## config.mk

```make
export PLATFORM = sky130hd
export DESIGN_NAME = vedic_pp_stage
export DESIGN_NICKNAME = d
export VERILOG_FILES = /design/src/rtl/vedic_pp_stage_pkg.sv /design/src/rtl/vedic_pp_stage_vedic4x4.sv /design/src/rtl/vedic_pp_stage.sv
export SDC_FILE = /design/constraint.sdc
export NUM_CORES = 1
export LEC_CHECK = 0
export BUFFER_PORTS_ARGS = -buffer_cell sky130_fd_sc_hd__buf_2
export CAP_MARGIN = 20
export CORE_AREA = 2 2 75 149
export CTS_BUF_LIST = sky130_fd_sc_hd__clkbuf_2 sky130_fd_sc_hd__clkbuf_4 sky130_fd_sc_hd__clkbuf_8
export CTS_CLUSTER_SIZE = 28
export DETAILED_ROUTE_END_ITERATION = 6
export DIE_AREA = 0 0 77 151
export PLACE_DENSITY = 0.63
export SYNTH_ARGS = -nofsm -noshare
export SYNTH_HDL_FRONTEND = slang
export SYNTH_SLANG_ARGS = --single-unit
```

## constraint.sdc

```tcl
create_clock -name clk -period 5.3 [get_ports clk]
set_clock_uncertainty 0.2 [all_clocks]
set_input_delay 0.265 -clock clk [delete_from_list [all_inputs] [get_ports clk]]
set_output_delay 0.265 -clock clk [all_outputs]
set_load 0.03 [all_outputs]
```

## src/rtl/vedic_pp_stage_pkg.sv

```systemverilog
// Shared widths for the Vedic partial-product pipeline stage.
package vedic_pp_stage_pkg;
  localparam int OP_W  = 8;
  localparam int NIB_W = 4;
  localparam int PP_W  = 8;
endpackage

```

## src/rtl/vedic_pp_stage_vedic4x4.sv

```systemverilog
// Adder cells and a 4x4 unsigned Urdhva-Tiryakbhyam multiplier, purely combinational.
// Crosswise terms of each column are compressed with full/half adders; carries ripple left.
module HalfAdder (
  input  logic a,
  input  logic b,
  output logic s,
  output logic c
);
  assign s = a ^ b;
  assign c = a & b;
endmodule

module FullAdder (
  input  logic a,
  input  logic b,
  input  logic ci,
  output logic s,
  output logic co
);
  assign s  = a ^ b ^ ci;
  assign co = (a & b) | (ci & (a ^ b));
endmodule

module vedic4x4
  import vedic_pp_stage_pkg::*;
(
  input  logic [NIB_W-1:0] a,
  input  logic [NIB_W-1:0] b,
  output logic [PP_W-1:0]  p
);
  // row[j][i] is the vertical/crosswise term a[i]*b[j]
  logic [NIB_W-1:0] row [NIB_W];
  always_comb begin
    for (int j = 0; j < NIB_W; j++) row[j] = a & {NIB_W{b[j]}};
  end

  logic c1a, s2a, c2a, c2b;
  logic s3a, c3a, s3b, c3b, c3c;
  logic s4a, c4a, s4b, c4b, c4c;
  logic s5a, c5a, c5b, c6;

  assign p[0] = row[0][0];
  HalfAdder u_h1  (.a(row[0][1]), .b(row[1][0]), .s(p[1]), .c(c1a));

  FullAdder u_f2a (.a(row[0][2]), .b(row[1][1]), .ci(row[2][0]), .s(s2a), .co(c2a));
  HalfAdder u_h2  (.a(s2a), .b(c1a), .s(p[2]), .c(c2b));

  FullAdder u_f3a (.a(row[0][3]), .b(row[1][2]), .ci(row[2][1]), .s(s3a), .co(c3a));
  FullAdder u_f3b (.a(row[3][0]), .b(c2a), .ci(c2b), .s(s3b), .co(c3b));
  HalfAdder u_h3  (.a(s3a), .b(s3b), .s(p[3]), .c(c3c));

  FullAdder u_f4a (.a(row[1][3]), .b(row[2][2]), .ci(row[3][1]), .s(s4a), .co(c4a));
  FullAdder u_f4b (.a(c3a), .b(c3b), .ci(c3c), .s(s4b), .co(c4b));
  HalfAdder u_h4  (.a(s4a), .b(s4b), .s(p[4]), .c(c4c));

  FullAdder u_f5a (.a(row[2][3]), .b(row[3][2]), .ci(c4a), .s(s5a), .co(c5a));
  FullAdder u_f5b (.a(s5a), .b(c4b), .ci(c4c), .s(p[5]), .co(c5b));

  // 15*15 fits in 8 bits, so the column-6 carry is the final product bit
  FullAdder u_f6  (.a(row[3][3]), .b(c5a), .ci(c5b), .s(p[6]), .co(c6));
  assign p[7] = c6;
endmodule

```

## src/rtl/vedic_pp_stage.sv

```systemverilog
// Two-register pipeline producing the four nibble partial products of an 8x8 multiply.
// Latency 2 cycles; valid/ready with combinational ready chain, bubbles fill under stall.
module vedic_pp_stage
  import vedic_pp_stage_pkg::*;
#(
  parameter int CNT_W = 8
) (
  input  logic             clk,
  input  logic             rst_n,
  input  logic             in_valid,
  output logic             in_ready,
  input  logic [OP_W-1:0]  in_a,
  input  logic [OP_W-1:0]  in_b,
  output logic             out_valid,
  input  logic             out_ready,
  output logic [PP_W-1:0]  pp_ll,
  output logic [PP_W-1:0]  pp_hl,
  output logic [PP_W-1:0]  pp_lh,
  output logic [PP_W-1:0]  pp_hh,
  output logic [CNT_W-1:0] tx_count
);
  logic            s1_valid;
  logic [OP_W-1:0] s1_a;
  logic [OP_W-1:0] s1_b;
  logic            s2_valid;
  logic            s2_ready;
  logic            in_xfer;
  logic            s1_adv;
  logic            out_xfer;
  logic [PP_W-1:0] ll_c, hl_c, lh_c, hh_c;

  assign s2_ready  = !s2_valid || out_ready;
  assign in_ready  = !s1_valid || s2_ready;
  assign in_xfer   = in_valid && in_ready;
  assign s1_adv    = s1_valid && s2_ready;
  assign out_valid = s2_valid;
  assign out_xfer  = s2_valid && out_ready;

  vedic4x4 u_ll (.a(s1_a[NIB_W-1:0]),    .b(s1_b[NIB_W-1:0]),    .p(ll_c));
  vedic4x4 u_hl (.a(s1_a[OP_W-1:NIB_W]), .b(s1_b[NIB_W-1:0]),    .p(hl_c));
  vedic4x4 u_lh (.a(s1_a[NIB_W-1:0]),    .b(s1_b[OP_W-1:NIB_W]), .p(lh_c));
  vedic4x4 u_hh (.a(s1_a[OP_W-1:NIB_W]), .b(s1_b[OP_W-1:NIB_W]), .p(hh_c));

  always_ff @(posedge clk or negedge rst_n) begin
    if (!rst_n) begin
      s1_valid <= 1'b0;
      s1_a     <= '0;
      s1_b     <= '0;
    end else begin
      if (in_ready) s1_valid <= in_valid;
      if (in_xfer) begin
        s1_a <= in_a;
        s1_b <= in_b;
      end
    end
  end

  always_ff @(posedge clk or negedge rst_n) begin
    if (!rst_n) begin
      s2_valid <= 1'b0;
      pp_ll    <= '0;
      pp_hl    <= '0;
      pp_lh    <= '0;
      pp_hh    <= '0;
      tx_count <= '0;
    end else begin
      if (s2_ready) s2_valid <= s1_valid;
      if (s1_adv) begin
        pp_ll <= ll_c;
        pp_hl <= hl_c;
        pp_lh <= lh_c;
        pp_hh <= hh_c;
      end
      if (out_xfer) tx_count <= tx_count + CNT_W'(1);
    end
  end
endmodule

```

# Yosys cells after proc, flatten, opt, wreduce, memory -nomap -nowiden
# Cells that the tools add are included.
[op_classes]
add_sub_neg = 1
n_bitwise = 208
reduce_logical = 7
[op_table]
columns = ["operator", "n"]
rows = [
  ["$and 1x1->1", 80],
  ["$xor 1x1->1", 80],
  ["$and 4x4->4", 16],
  ["$or 1x1->1", 32],
  ["$add 8x1->8 const B", 1],
  ["$logic_and 1x1->1", 3],
  ["$logic_not 1->1", 2],
  ["$logic_or 1x1->1", 2],
]
[totals]
ff_bits = 58
in_bits = 20
output_inout_bits = 42
wordCells = 225

# Logic depth before layout (Yosys ltp)
# Gate-level depths: netlist of the first run.
[logic_depth]
depth_word = 15
depth_mapped = 16
depth_no_buf = 15

# Modules after synthesis
# Synthesis of the first run repeated with hierarchy kept, for this count alone.
[hier_totals]
cells_unflattened = 257
hier_area_um2 = 3683.5
[by_module_without_submodules]
columns = ["mod", "n_inst", "cells_each", "area_each_um2", "seq_area_each_um2"]
rows = [
  ["vedic_pp_stage", 1, 137, 2382.3, 1451.4],
  ["FullAdder", 32, 1, 20.0, 0.0],
  ["vedic4x4", 4, 18, 115.1, 0.0],
  ["HalfAdder", 16, 1, 12.5, 0.0],
]

# Worst setup path before layout of the first run
# Ideal clock, no wire load.
[synth_path]
kind = "register to register"
from = "register s1_a[2]"
to = "register pp_lh[6]"
arrival_time_ps = 3787
path_slack_ps = 1188
path_stages_with_launch = 17
path_buffers = 1
synth_period_minus_slack_ps = 4112
cell_sequence = "dfrtp_1 clkbuf_1 nand2_1 fa_1 inv_1 ha_1 inv_1 fa_1 inv_1 ha_1 inv_1 fa_1 inv_1 ha_1 fa_1 fa_1 mux2_2"
[synth_via]
elab_chain_cells = 14
[synth_rtl]
columns = ["item", "line_no", "source"]
rows = [
  ["start, declared", "vedic_pp_stage.sv:23", "logic [OP_W-1:0] s1_a;"],
  ["start signal, assigned", "vedic_pp_stage.sv:52", "s1_a <= in_a;"],
  ["$and 4x4->4", "vedic_pp_stage_vedic4x4.sv:34", "for (int j = 0; j < NIB_W; j++) row[j] = a & {NIB_W{b[j]}};"],
  ["$xor 1x1->1", "vedic_pp_stage_vedic4x4.sv:20, vedic_pp_stage_vedic4x4.sv:21", ""],
  ["$and 1x1->1", "vedic_pp_stage_vedic4x4.sv:21", "assign co = (a & b) | (ci & (a ^ b));"],
  ["$or 1x1->1", "vedic_pp_stage_vedic4x4.sv:21", ""],
  ["$xor 1x1->1", "vedic_pp_stage_vedic4x4.sv:20, vedic_pp_stage_vedic4x4.sv:21", ""],
  ["$and 1x1->1", "vedic_pp_stage_vedic4x4.sv:21", ""],
  ["$or 1x1->1", "vedic_pp_stage_vedic4x4.sv:21", ""],
  ["$xor 1x1->1", "vedic_pp_stage_vedic4x4.sv:20, vedic_pp_stage_vedic4x4.sv:21", ""],
  ["$and 1x1->1", "vedic_pp_stage_vedic4x4.sv:21", ""],
  ["$or 1x1->1", "vedic_pp_stage_vedic4x4.sv:21", ""],
  ["$xor 1x1->1", "vedic_pp_stage_vedic4x4.sv:21", ""],
  ["$and 1x1->1", "vedic_pp_stage_vedic4x4.sv:21", ""],
  ["$or 1x1->1", "vedic_pp_stage_vedic4x4.sv:21", ""],
  ["$xor 1x1->1 *", "vedic_pp_stage_vedic4x4.sv:20", "assign s = a ^ b ^ ci;"],
  ["net lh_c[6]", "vedic_pp_stage.sv:30", "logic [PP_W-1:0] ll_c, hl_c, lh_c, hh_c;"],
  ["end signal, assigned", "vedic_pp_stage.sv:71", "pp_lh <= lh_c;"],
  ["end, declared", "vedic_pp_stage.sv:18", "output logic [PP_W-1:0] pp_lh,"],
]
# The timed path passes the listed nets; every way through them passes the cells marked *.
# A chain may end at the register's enable or synchronous reset.

# Worst setup path after layout of the first run
[layout_path]
from = "register s1_b[4]"
to = "register pp_lh[6]"
[layout_via]
elab_chain_cells = 14
[layout_rtl]
columns = ["item", "line_no", "source"]
rows = [
  ["start, declared", "vedic_pp_stage.sv:24", "logic [OP_W-1:0] s1_b;"],
  ["start signal, assigned", "vedic_pp_stage.sv:53", "s1_b <= in_b;"],
  ["$and 4x4->4 *", "vedic_pp_stage_vedic4x4.sv:34", ""],
  ["$xor 1x1->1", "vedic_pp_stage_vedic4x4.sv:20, vedic_pp_stage_vedic4x4.sv:21", ""],
  ["$and 1x1->1", "vedic_pp_stage_vedic4x4.sv:21", ""],
  ["$or 1x1->1", "vedic_pp_stage_vedic4x4.sv:21", ""],
  ["$xor 1x1->1", "vedic_pp_stage_vedic4x4.sv:20, vedic_pp_stage_vedic4x4.sv:21", ""],
  ["$and 1x1->1", "vedic_pp_stage_vedic4x4.sv:21", ""],
  ["$or 1x1->1", "vedic_pp_stage_vedic4x4.sv:21", ""],
  ["$xor 1x1->1", "vedic_pp_stage_vedic4x4.sv:20, vedic_pp_stage_vedic4x4.sv:21", ""],
  ["$and 1x1->1", "vedic_pp_stage_vedic4x4.sv:21", ""],
  ["$or 1x1->1", "vedic_pp_stage_vedic4x4.sv:21", ""],
  ["$xor 1x1->1", "vedic_pp_stage_vedic4x4.sv:21", ""],
  ["$and 1x1->1", "vedic_pp_stage_vedic4x4.sv:21", ""],
  ["$or 1x1->1 *", "vedic_pp_stage_vedic4x4.sv:21", ""],
  ["$xor 1x1->1 *", "vedic_pp_stage_vedic4x4.sv:20", ""],
  ["net lh_c[6]", "vedic_pp_stage.sv:30", ""],
]
# Marked as above.

==> summary.txt, run 1 <==
Result of the run -> finished, final reports clean
YS warnings -> 0
Timing-limited maximum frequency -> 0.2370 GHz
Post-synth EDFFs -> 0
Post-route DRC -> 0
Post-synth cell types -> 22
Clock Sink Count -> 58
Relative area change from synthesis to final layout -> 21.02%
Gr ovfl total -> 0
Vertical die dimension -> 151 um
FF-to-FF End -> pp_lh[6]
Startpoint of the worst-slack reg-to-reg timing path -> s1_b[4]
Post-route non-filler standard cell count -> 515
Starting utilization of the core area -> 34.49%
Tmin final -> 4.220 ns
Leakage power summed over all cells -> 2.207 nW
Max FO, Critical Path -> 9
Sort of element at the end of the critical path -> register
Number of antenna repair diodes -> 0
Synthesized instance count -> 302
Clock-pin slew reported for the worst setup and hold paths after clock tree synthesis -> 0.07 ns
Reg2reg path depth -> 15
Routed WL per cell -> 14.09 um
Antenna violations before repair -> 0
Via count of the first global-routing pass -> 2643
Clock tree root driver cell -> clkbuf_8
First-pass iteration count of the detailed router -> 4
Most numerous cell types in the synthesized netlist -> dfrtp_1, nand2_1, inv_1, mux2_2, fa_1
Total wire length after detailed routing -> 7255 um
Largest stage delay, worst path -> 0.55 ns
Worst Path Buf+Inv -> 5
Largest net degree at the start of global routing -> 59
Remaining antenna violation count after routing -> 0
Routed vias -> 2344
Worst EP required -> 5.33 ns
Setup Fix Bufs, Post-CTS -> 0
Area share of the largest cell type after synthesis -> 40.17%
Area of the core -> 10480 um2
Sequential cell fraction of total power -> 35.1%
Xor/xnor cell area share of the yosys netlist -> 1.697%
Register-to-register setup slack -> 1.08 ns
Number of nets produced by synthesis -> 371
Number of design-rule violations left by the first detailed-router iteration -> 97
Slew at the pin with the worst max-slew slack -> 0.7477 ns
Most numerous cell in the Yosys netlist -> dfrtp_1
RSZ-0062 raised after global routing -> no
Cell at the slowest stage of the critical path -> fa_1
Internal power -> 0.001205 W
Total setup violations reported at the end of the flow -> 0
Setup crit start -> s1_b[4]
Series of cell instances along the critical path -> nand2_1 -> fa_1 -> inv_1 -> ha_1 -> inv_1 -> fa_1 -> inv_1 -> ha_1 -> inv_1 -> fa_1 -> inv_1 -> ha_1 -> fa_1 -> fa_1 -> mux2_2
Finished Core Util -> 41.74%
Number of fill cells in the layout -> 1054
Area fraction in and, or, nand and nor cells after synthesis -> 11.05%
Max clock buf depth -> 2
Post-synthesis cell type with the largest combined area -> dfrtp_1
Via density -> 4.551
Count of maximum capacitance violations -> 0
Path type of the worst min-delay path -> primary input to register
Hold Fails Final Rpt -> 0
Detailed Place HPWL -> 5451 um
Proportion of power drawn by combinational gates -> 43.9%
Startpoint Class -> register
Cell depth of the worst setup path -> 15
Port Buffer Count -> 61
Die Span X -> 77 um
Switching pwr -> 0.0008353 W
Critical Path AT -> 4.25 ns
Power per cell area -> 466.7 nW/um2
Area of the die -> 11630 um2
Switching part of the total -> 40.93%
Number of cells after detailed placement -> 481
Largest family of logic cells by synthesized area -> adder cells
Maximum resistive drop on vdd -> 0.0002726 V
Part of the Yosys area used for sequential elements -> 40.17%
Total power draw -> 0.002041 W
Main area contributors after synthesis -> dfrtp_1, fa_1, mux2_2, ha_1, nand2_1
Synth Area in Compound Gates -> 1.108%
Flip-flop and latch count after synthesis -> 58
Std-Cell Rows -> 53
Setup WS pre-CTS -> 1.059 ns
Final worst-path setup slack -> 1.080 ns
Net count reported at finish -> 442
GP Congestion -> 0.8431
Clk_lat worst skew -> 0.34 ns
Adder and majority cell fraction of the synthesized area -> 23.61%
Worst slew slack as a fraction of its limit -> 50.16%
Clock group share of total power -> 21.0%
Critical Setup Path Class -> register to register
Predominant post-synthesis flop cell -> dfrtp_1
Number of H-tree branching levels -> 3
Final sum of negative setup slack -> 0 ns
Average size of a mapped cell -> 11.97 um2
Final clock period utilization by the worst path -> 79.63%
Worst setup endpoint -> pp_lh[6]
TritonCTS buffer count -> 9
Fraction of synthesized area in multiplexers -> 15.06%
GRT Total Usage -> 14.18%
CP top delay family -> adder cells
Share of async-settable or async-resettable flops after synthesis -> 100.0%
First-pass GRT wire length -> 12580 um
Combined area of all synthesized cells -> 3613 um2
CTS tree -> built
Final max-slew violation count -> 0
IO Count -> 62
Fraction of layout cells with a size suffix above 1 -> 34.66%
-- worst min-delay path by stage --
| stage | depth (start not counted) | slack, ns | endpoint | from |
|---|---|---|---|---|
| final | 3 | 0.16 | out_valid | out_ready |
| after global routing | 3 | 0.17 | out_valid | out_ready |
| after CTS | 3 | 0.13 | out_valid | out_ready |
| after detailed placement | 1 | 0.26 | tx_count[7] | tx_count[7] |
| after global placement | 2 | 0.26 | pp_ll[7] | rst_n |
| after floorplan | 0 | -0.23 | out_valid | rst_n |
-- logic make-up after synthesis --
family | count (synthesis)
adders and majority gates | 49
buffers and inverters | 60
AOI/OAI and AO/OA | 4
DFF | 58
xor gates and xnor gates | 7
and+or+nand+nor | 79
muxes | 45
-- flip-flops by register name (all words and copies together), names as in the netlist --
signal / cells
out_valid: 1
pp_hh: 8
pp_hl: 8
pp_lh: 8
pp_ll: 8
s1_a: 8
s1_b: 8
s1_valid: 1
tx_count: 8
-- power groups by stage --
stage	combinational, W	sequential (W)	clock (W)
floorplan	0.000439	0.000917	0
global placement	0.000887	0.000718	0
detailed placement	0.000911	0.000724	0
CTS	0.000924	0.000718	0.000446
global route	0.00101	0.000744	0.000462
finish	0.000896	0.000716	0.000429
-- through the flow --
step	area, um2	hold slack (ns)
2_1_floorplan	3613	-0.2306
3_3_place_gp	3984	0.2615
3_5_place_dp	3984	0.2608
4_1_cts	4373	0.1308
5_1_grt	4373	0.1688
6_report	4373	0.1624
-- cell usage in the layout (no fill, tap or decap) --
cell / instances
a21bo_2: 4
and2_1: 13
and3_1: 1
and4_1: 1
buf_2: 61
buf_4: 1
bufinv_16: 1
clkbuf_4: 3
clkbuf_8: 11
clkinv_2: 1
dfrtp_1: 58
dlygate4sd3_1: 18
fa_1: 32
ha_1: 17
inv_1: 40
mux2_2: 35
mux2_4: 10
nand2_1: 50
nand2_4: 2
nand2b_1: 1
nand2b_2: 1
nand3b_4: 1
nand4_1: 8
or2b_1: 1
xnor2_1: 6
xor2_1: 1
-- final cells by class --
type,instances,area [um2],share of cell area [%]
inverters,40,150.1,3.433
multi-input cells,184,1898,43.40
clock inverters,2,35.03,0.8011
flip-flops and latches,58,1451,33.19
well taps,137,171.4,3.920
clock buffers,14,173.9,3.977
repair buffers,80,493.0,11.27
-- metal layers --
layer | global-route usage, % | vias to the layer above | wire, um
met3 | 3.635 | 13 | 297
met1 | 14.75 | 1194 | 2656
met2 | 26.18 | 52 | 4085
met4 | 7.054 | 0 | 216
li1 | - | 1085 | -
met5 | 0 | - | 0
-- repair_timing --
action / 4_1_cts / 5_1_grt
gates resized for setup: 0 / 0
hold endpoints to repair: 75 / 0
setup endpoints to repair: 0 / 0
hold buffers: 18 / 0
-- worst reg2reg max path: cells and delay by family, from the launching register on --
kind          cells  cell delay, ns
flops             1            0.52
buf+inv           5            0.26
mux               1            0.26
fa+ha+maj         8            2.73
simple gates      1            0.13
No activity file was read; power rests on OpenSTA's default activity.
==> run 2, diff against run 1 <==
- clock period: 5.3 -> 4.4 ns (I/O delays scaled with it)
==> summary.txt, run 2 (synthesis gave the netlist of run 1 again) <==
Fraction of layout cells with a size suffix above 1 -> 36.36% (+1.7 points)
Max FO, Critical Path -> 9 (unchanged)
Number of cells after detailed placement -> 488 (+1.5%)
Total setup violations reported at the end of the flow -> 0 (unchanged)
Reg2reg path depth -> 15 (unchanged)
Total wire length after detailed routing -> 7474 um (+3.0%)
Clock Sink Count -> 58 (unchanged)
Relative area change from synthesis to final layout -> 21.75%
Routed vias -> 2388 (+1.9%)
Tmin final -> 4.235 ns (+0.01474 ns)
Clock tree root driver cell -> clkbuf_8
Net count reported at finish -> 449 (+1.6%)
RSZ-0062 raised after global routing -> no
Largest stage delay, worst path -> 0.55 ns (about the same)
Detailed Place HPWL -> 5630 um (+3.3%)
Post-route non-filler standard cell count -> 522 (+1.4%)
Slew at the pin with the worst max-slew slack -> 0.7490 ns (+0.001326 ns)
Hold Fails Final Rpt -> 0 (unchanged)
Power per cell area -> 548.7 nW/um2 (+18%)
Critical Setup Path Class -> register to register
Setup crit start -> s1_a[6]
Final max-slew violation count -> 0 (unchanged)
Path type of the worst min-delay path -> primary input to register
Final clock period utilization by the worst path -> 96.25% (+17 points)
Area of the core -> 10480 um2 (unchanged)
Antenna violations before repair -> 0 (unchanged)
FF-to-FF End -> pp_hl[6]
Via count of the first global-routing pass -> 2644 (+0.038%)
Largest net degree at the start of global routing -> 59 (unchanged)
Count of maximum capacitance violations -> 0 (unchanged)
Die Span X -> 77 um (unchanged)
CTS tree -> built
Startpoint Class -> register
First-pass iteration count of the detailed router -> 3 (-1)
Series of cell instances along the critical path -> nand2_1 -> fa_1 -> inv_1 -> ha_1 -> inv_1 -> fa_1 -> inv_1 -> ha_1 -> inv_1 -> fa_1 -> inv_1 -> ha_1 -> fa_1 -> fa_1 -> mux2_2
Maximum resistive drop on vdd -> 0.0003014 V (+11%)
Number of design-rule violations left by the first detailed-router iteration -> 55 (-43%)
Std-Cell Rows -> 53 (unchanged)
GP Congestion -> 0.8124 (-3.6%)
Remaining antenna violation count after routing -> 0 (unchanged)
Starting utilization of the core area -> 34.49% (unchanged)
Via density -> 4.575 (+0.51%)
Result of the run -> finished, final reports clean
Worst EP required -> 4.44 ns (-0.89 ns)
Worst slew slack as a fraction of its limit -> 50.07% (-0.088 points)
Register-to-register setup slack -> 0.17 ns (-0.91 ns)
Critical Path AT -> 4.27 ns (+0.02 ns)
Leakage power summed over all cells -> 2.222 nW (+0.68%)
Final sum of negative setup slack -> 0 ns (unchanged)
Number of fill cells in the layout -> 1068 (+1.3%)
TritonCTS buffer count -> 9 (unchanged)
Clock-pin slew reported for the worst setup and hold paths after clock tree synthesis -> 0.06 ns (about the same)
Vertical die dimension -> 151 um (unchanged)
IO Count -> 62 (unchanged)
Most common cell after layout, fill and taps aside -> buf_2
Startpoint of the worst-slack reg-to-reg timing path -> s1_a[6]
Worst setup endpoint -> pp_hl[6]
Area of the die -> 11630 um2 (unchanged)
Max clock buf depth -> 2 (unchanged)
Gr ovfl total -> 0 (unchanged)
GRT Total Usage -> 14.21% (+0.029 points)
First-pass GRT wire length -> 12540 um (-0.27%)
Post-route DRC -> 0 (unchanged)
Port Buffer Count -> 61 (unchanged)
Most used cells in the layout excluding fill and tap cells -> buf_2, dfrtp_1, nand2_1, inv_1, mux2_2
Setup Fix Bufs, Post-CTS -> 0 (unchanged)
Cell at the slowest stage of the critical path -> fa_1
Number of antenna repair diodes -> 0 (unchanged)
Clk_lat worst skew -> 0.35 ns (about the same)
Timing-limited maximum frequency -> 0.2361 GHz (-0.35%)
Number of H-tree branching levels -> 3 (unchanged)
Routed WL per cell -> 14.32 um (+1.6%)
HP Start -> out_ready
Sort of element at the end of the critical path -> register
## run 2: cell types whose count changed in the layout (fill, tap and decap cells not counted)
cell | previous run | this run
buf_4 | 1 | 8
bufinv_16 | 1 | 0
clkbuf_8 | 11 | 10
clkbuf_4 | 3 | 4
clkinvlp_4 | 0 | 1
dfrtp_1 | 58 | 56
dfrtp_2 | 0 | 2
## run 2: metal layers
layer / global-route usage [%] / share of wire, % / up-vias
met2: 27.28 / 58 / 47
met3: 3.576 / 4.3 / 7
met4: 6.429 / 1.6 / 0
met1: 14.17 / 36 / 1234
met5: 0 / 0 / -
li1: - / - / 1100
## run 2: per-stage QoR
stage	instance area [um2]	setup WS, ns	hold slack (ns)	utilization (%)	total power (W)
after floorplan	3613	0.2881	-0.2756	-	0.001633
after global placement	4036	0.2021	0.2157	38.52	0.001949
after detailed placement	4036	0.1118	0.2342	38.52	0.001986
after CTS	4397	0.1141	0.09548	41.96	0.002462
after global routing	4399	0.002486	0.1285	41.99	0.002602
final	4399	0.1650	0.1130	41.99	0.002414
## run 2: repair_timing
action	CTS	global route
gates resized for setup	0	2
endpoints found under the hold margin	75	0
endpoints found under the setup margin	0	2
hold buffers	18	0
## run 2: final cells by class
cell class	count	area (um2)	share of cell area (%)
multi-input cells	184	1898	43.15
flip-flops and latches	58	1454	33.05
repair buffers	87	545.5	12.40
well taps	137	171.4	3.896
clock buffers	14	167.7	3.811
inverters	40	150.1	3.413
clock inverters	2	12.51	0.2844
## run 2: how the worst min path moves through the flow
| stage | cells after the start | endpoint |
|---|---|---|
| 2_1_floorplan | 0 | out_valid |
| 3_3_place_gp | 2 | pp_ll[3] |
| 3_5_place_dp | 2 | pp_ll[4] |
| 4_1_cts | 3 | tx_count[0] |
| 5_1_grt | 3 | out_valid |
| 6_report | 3 | out_valid |
## run 2: critical path, delay by kind of cell (launching register included)
kind                       cells  cell delay [ns]
adders and majority gates      8             2.72
buffers and inverters          5             0.26
DFF                            1             0.53
muxes                          1             0.27
and+or+nand+nor                1             0.13
## run 2: power breakdown
part           total, W  leakage, nW  internal, W  switching (W)
combinational   0.00111         1.42     0.000446       0.000661
sequential     0.000851        0.704     0.000707       0.000144
clock          0.000456       0.0944     0.000244       0.000212
==> run 3, diff against run 2 <==
- RECOVER_POWER: not set -> 25
==> summary.txt, run 3 (synthesis gave the netlist of run 1 again) <==
Detailed Place HPWL -> 5630 um (unchanged)
Via count of the first global-routing pass -> 2644 (unchanged)
Clock group share of total power -> 19.1% (+0.2 points)
Setup WS pre-CTS -> 0.1118 ns (unchanged)
Total wire length after detailed routing -> 7473 um (about the same)
Most used cells in the layout excluding fill and tap cells -> dfrtp_1, nand2_1, inv_1, mux2_2, clkbuf_1
Final max-slew violation count -> 0 (unchanged)
RSZ-0062 raised after global routing -> no
Worst slew slack as a fraction of its limit -> 49.93% (-0.13 points)
Clock tree root driver cell -> clkbuf_8
Post-route DRC -> 0 (unchanged)
Critical Setup Path Class -> register to register
Max FO, Critical Path -> 9 (unchanged)
Vertical die dimension -> 151 um (unchanged)
Power per cell area -> 548.3 nW/um2 (about the same)
Internal power -> 0.001361 W (-2.5%)
Largest net degree at the start of global routing -> 59 (unchanged)
Net count reported at finish -> 449 (unchanged)
Clock Sink Count -> 58 (unchanged)
Number of design-rule violations left by the first detailed-router iteration -> 52 (-5.5%)
IO Count -> 62 (unchanged)
GRT Total Usage -> 14.21% (unchanged)
Switching part of the total -> 42.83% (+0.70 points)
Maximum resistive drop on vdd -> 0.0003003 V (-0.36%)
Die Span X -> 77 um (unchanged)
Path type of the worst min-delay path -> primary input to register
First-pass iteration count of the detailed router -> 4 (+1)
Fraction of layout cells with a size suffix above 1 -> 27.27% (-9.1 points)
Slew at the pin with the worst max-slew slack -> 0.7510 ns (+0.002023 ns)
Gr ovfl total -> 0 (unchanged)
Final sum of negative setup slack -> 0 ns (unchanged)
CTS tree -> built
Sequential cell fraction of total power -> 35.9% (+0.7 points)
Worst EP required -> 4.43 ns (about the same)
Clock-pin slew reported for the worst setup and hold paths after clock tree synthesis -> 0.07 ns (about the same)
Via density -> 4.580 (+0.13%)
Routed WL per cell -> 14.32 um (about the same)
Clk_lat worst skew -> 0.35 ns (about the same)
Switching pwr -> 0.001020 W (+0.27%)
GP Congestion -> 0.8124 (unchanged)
Total setup violations reported at the end of the flow -> 0 (unchanged)
TritonCTS buffer count -> 9 (unchanged)
Result of the run -> finished, final reports clean
Count of maximum capacitance violations -> 0 (unchanged)
Hold Fails Final Rpt -> 0 (unchanged)
Tmin final -> 4.235 ns (-0.0002380 ns)
Starting utilization of the core area -> 34.49% (unchanged)
First-pass GRT wire length -> 12540 um (unchanged)
Leakage power summed over all cells -> 2.102 nW (-5.4%)
Timing-limited maximum frequency -> 0.2361 GHz (about the same)
Routed vias -> 2391 (+0.13%)
Most common cell after layout, fill and taps aside -> dfrtp_1
Remaining antenna violation count after routing -> 0 (unchanged)
Final clock period utilization by the worst path -> 96.24% (about the same)
Final worst-path setup slack -> 0.1653 ns (+0.0002380 ns)
Critical Path AT -> 4.27 ns (about the same)
Setup Fix Bufs, Post-CTS -> 0 (unchanged)
Startpoint Class -> register
Area of the die -> 11630 um2 (unchanged)
Std-Cell Rows -> 53 (unchanged)
Sort of element at the end of the critical path -> register
Area of the core -> 10480 um2 (unchanged)
Antenna violations before repair -> 0 (unchanged)
Number of H-tree branching levels -> 3 (unchanged)
Proportion of power drawn by combinational gates -> 45.0% (-0.9 points)
Port Buffer Count -> 61 (unchanged)
Number of antenna repair diodes -> 0 (unchanged)
Relative area change from synthesis to final layout -> 20.19%
Number of fill cells in the layout -> 1093 (+2.3%)
Max clock buf depth -> 2 (unchanged)
run 3: worst paths after layout:
check / slack [ns] / from / endpoint / cells past startpoint
worst max-delay path: 0.17 / s1_a[6] / pp_hl[6] / 15
worst min-delay path: 0.18 / out_ready / tx_count[0] / 3
worst max register to register: 0.17 / s1_a[6] / pp_hl[6] / 15
worst min register to register: 0.27 / tx_count[7] / tx_count[7] / 1
max in group asynchronous: 3.11 / rst_n / s1_b[0] / 3
min in group asynchronous: 0.35 / rst_n / pp_ll[6] / 3
run 3: critical path: stages (launching register included):
cell     delay, ns
dfrtp_1       0.53
nand2_1       0.13
fa_1          0.55
inv_1         0.04
ha_1          0.18
inv_1         0.06
fa_1          0.40
inv_1         0.07
ha_1          0.13
inv_1         0.04
fa_1          0.47
inv_1         0.05
ha_1          0.18
fa_1          0.37
fa_1          0.44
mux2_2        0.27
run 3: timing repair:
item                                   4_1_cts  5_1_grt
setup endpoints to repair                    0        2
gates resized for setup                      0        2
hold buffers                                18        0
endpoints found under the hold margin       75        0
run 3: per-stage QoR:
stage | area (um2) | cells | hold slack [ns] | total power (W) | utilization (%)
2_1_floorplan | 3613 | 302 | -0.2756 | 0.001633 | -
3_3_place_gp | 4036 | 488 | 0.2157 | 0.001949 | 38.52
3_5_place_dp | 4036 | 488 | 0.2342 | 0.001986 | 38.52
4_1_cts | 4397 | 522 | 0.09548 | 0.002462 | 41.96
5_1_grt | 4343 | 522 | 0.2100 | 0.002569 | 41.45
6_report | 4343 | 522 | 0.1758 | 0.002381 | 41.45
run 3: final cells by class:
cell class	instances	area (um2)	area share (%)
Timing Repair Buffer	87	504.2	11.61
Multi-Input combinational cell	184	1883	43.36
Tap cell	137	171.4	3.947
Sequential cell	58	1454	33.48
Clock inverter	2	12.51	0.2881
Clock buffer	14	167.7	3.861
Inverter	40	150.1	3.457
run 3: power groups by stage:
stage,logic (W),registers (W),clock network (W)
2_1_floorplan,0.000529,0.00110,0
3_3_place_gp,0.00110,0.000854,0
3_5_place_dp,0.00113,0.000860,0
4_1_cts,0.00114,0.000853,0.000468
5_1_grt,0.00119,0.000881,0.000497
6_report,0.00107,0.000854,0.000455
run 3: layer usage:
layer | track usage [%] | wire (um) | vias up
met2 | 27.28 | 4354 | 47
met1 | 14.17 | 2668 | 1233
met5 | 0 | 0 | -
li1 | - | - | 1103
met3 | 3.576 | 330 | 8
met4 | 6.429 | 119 | 0
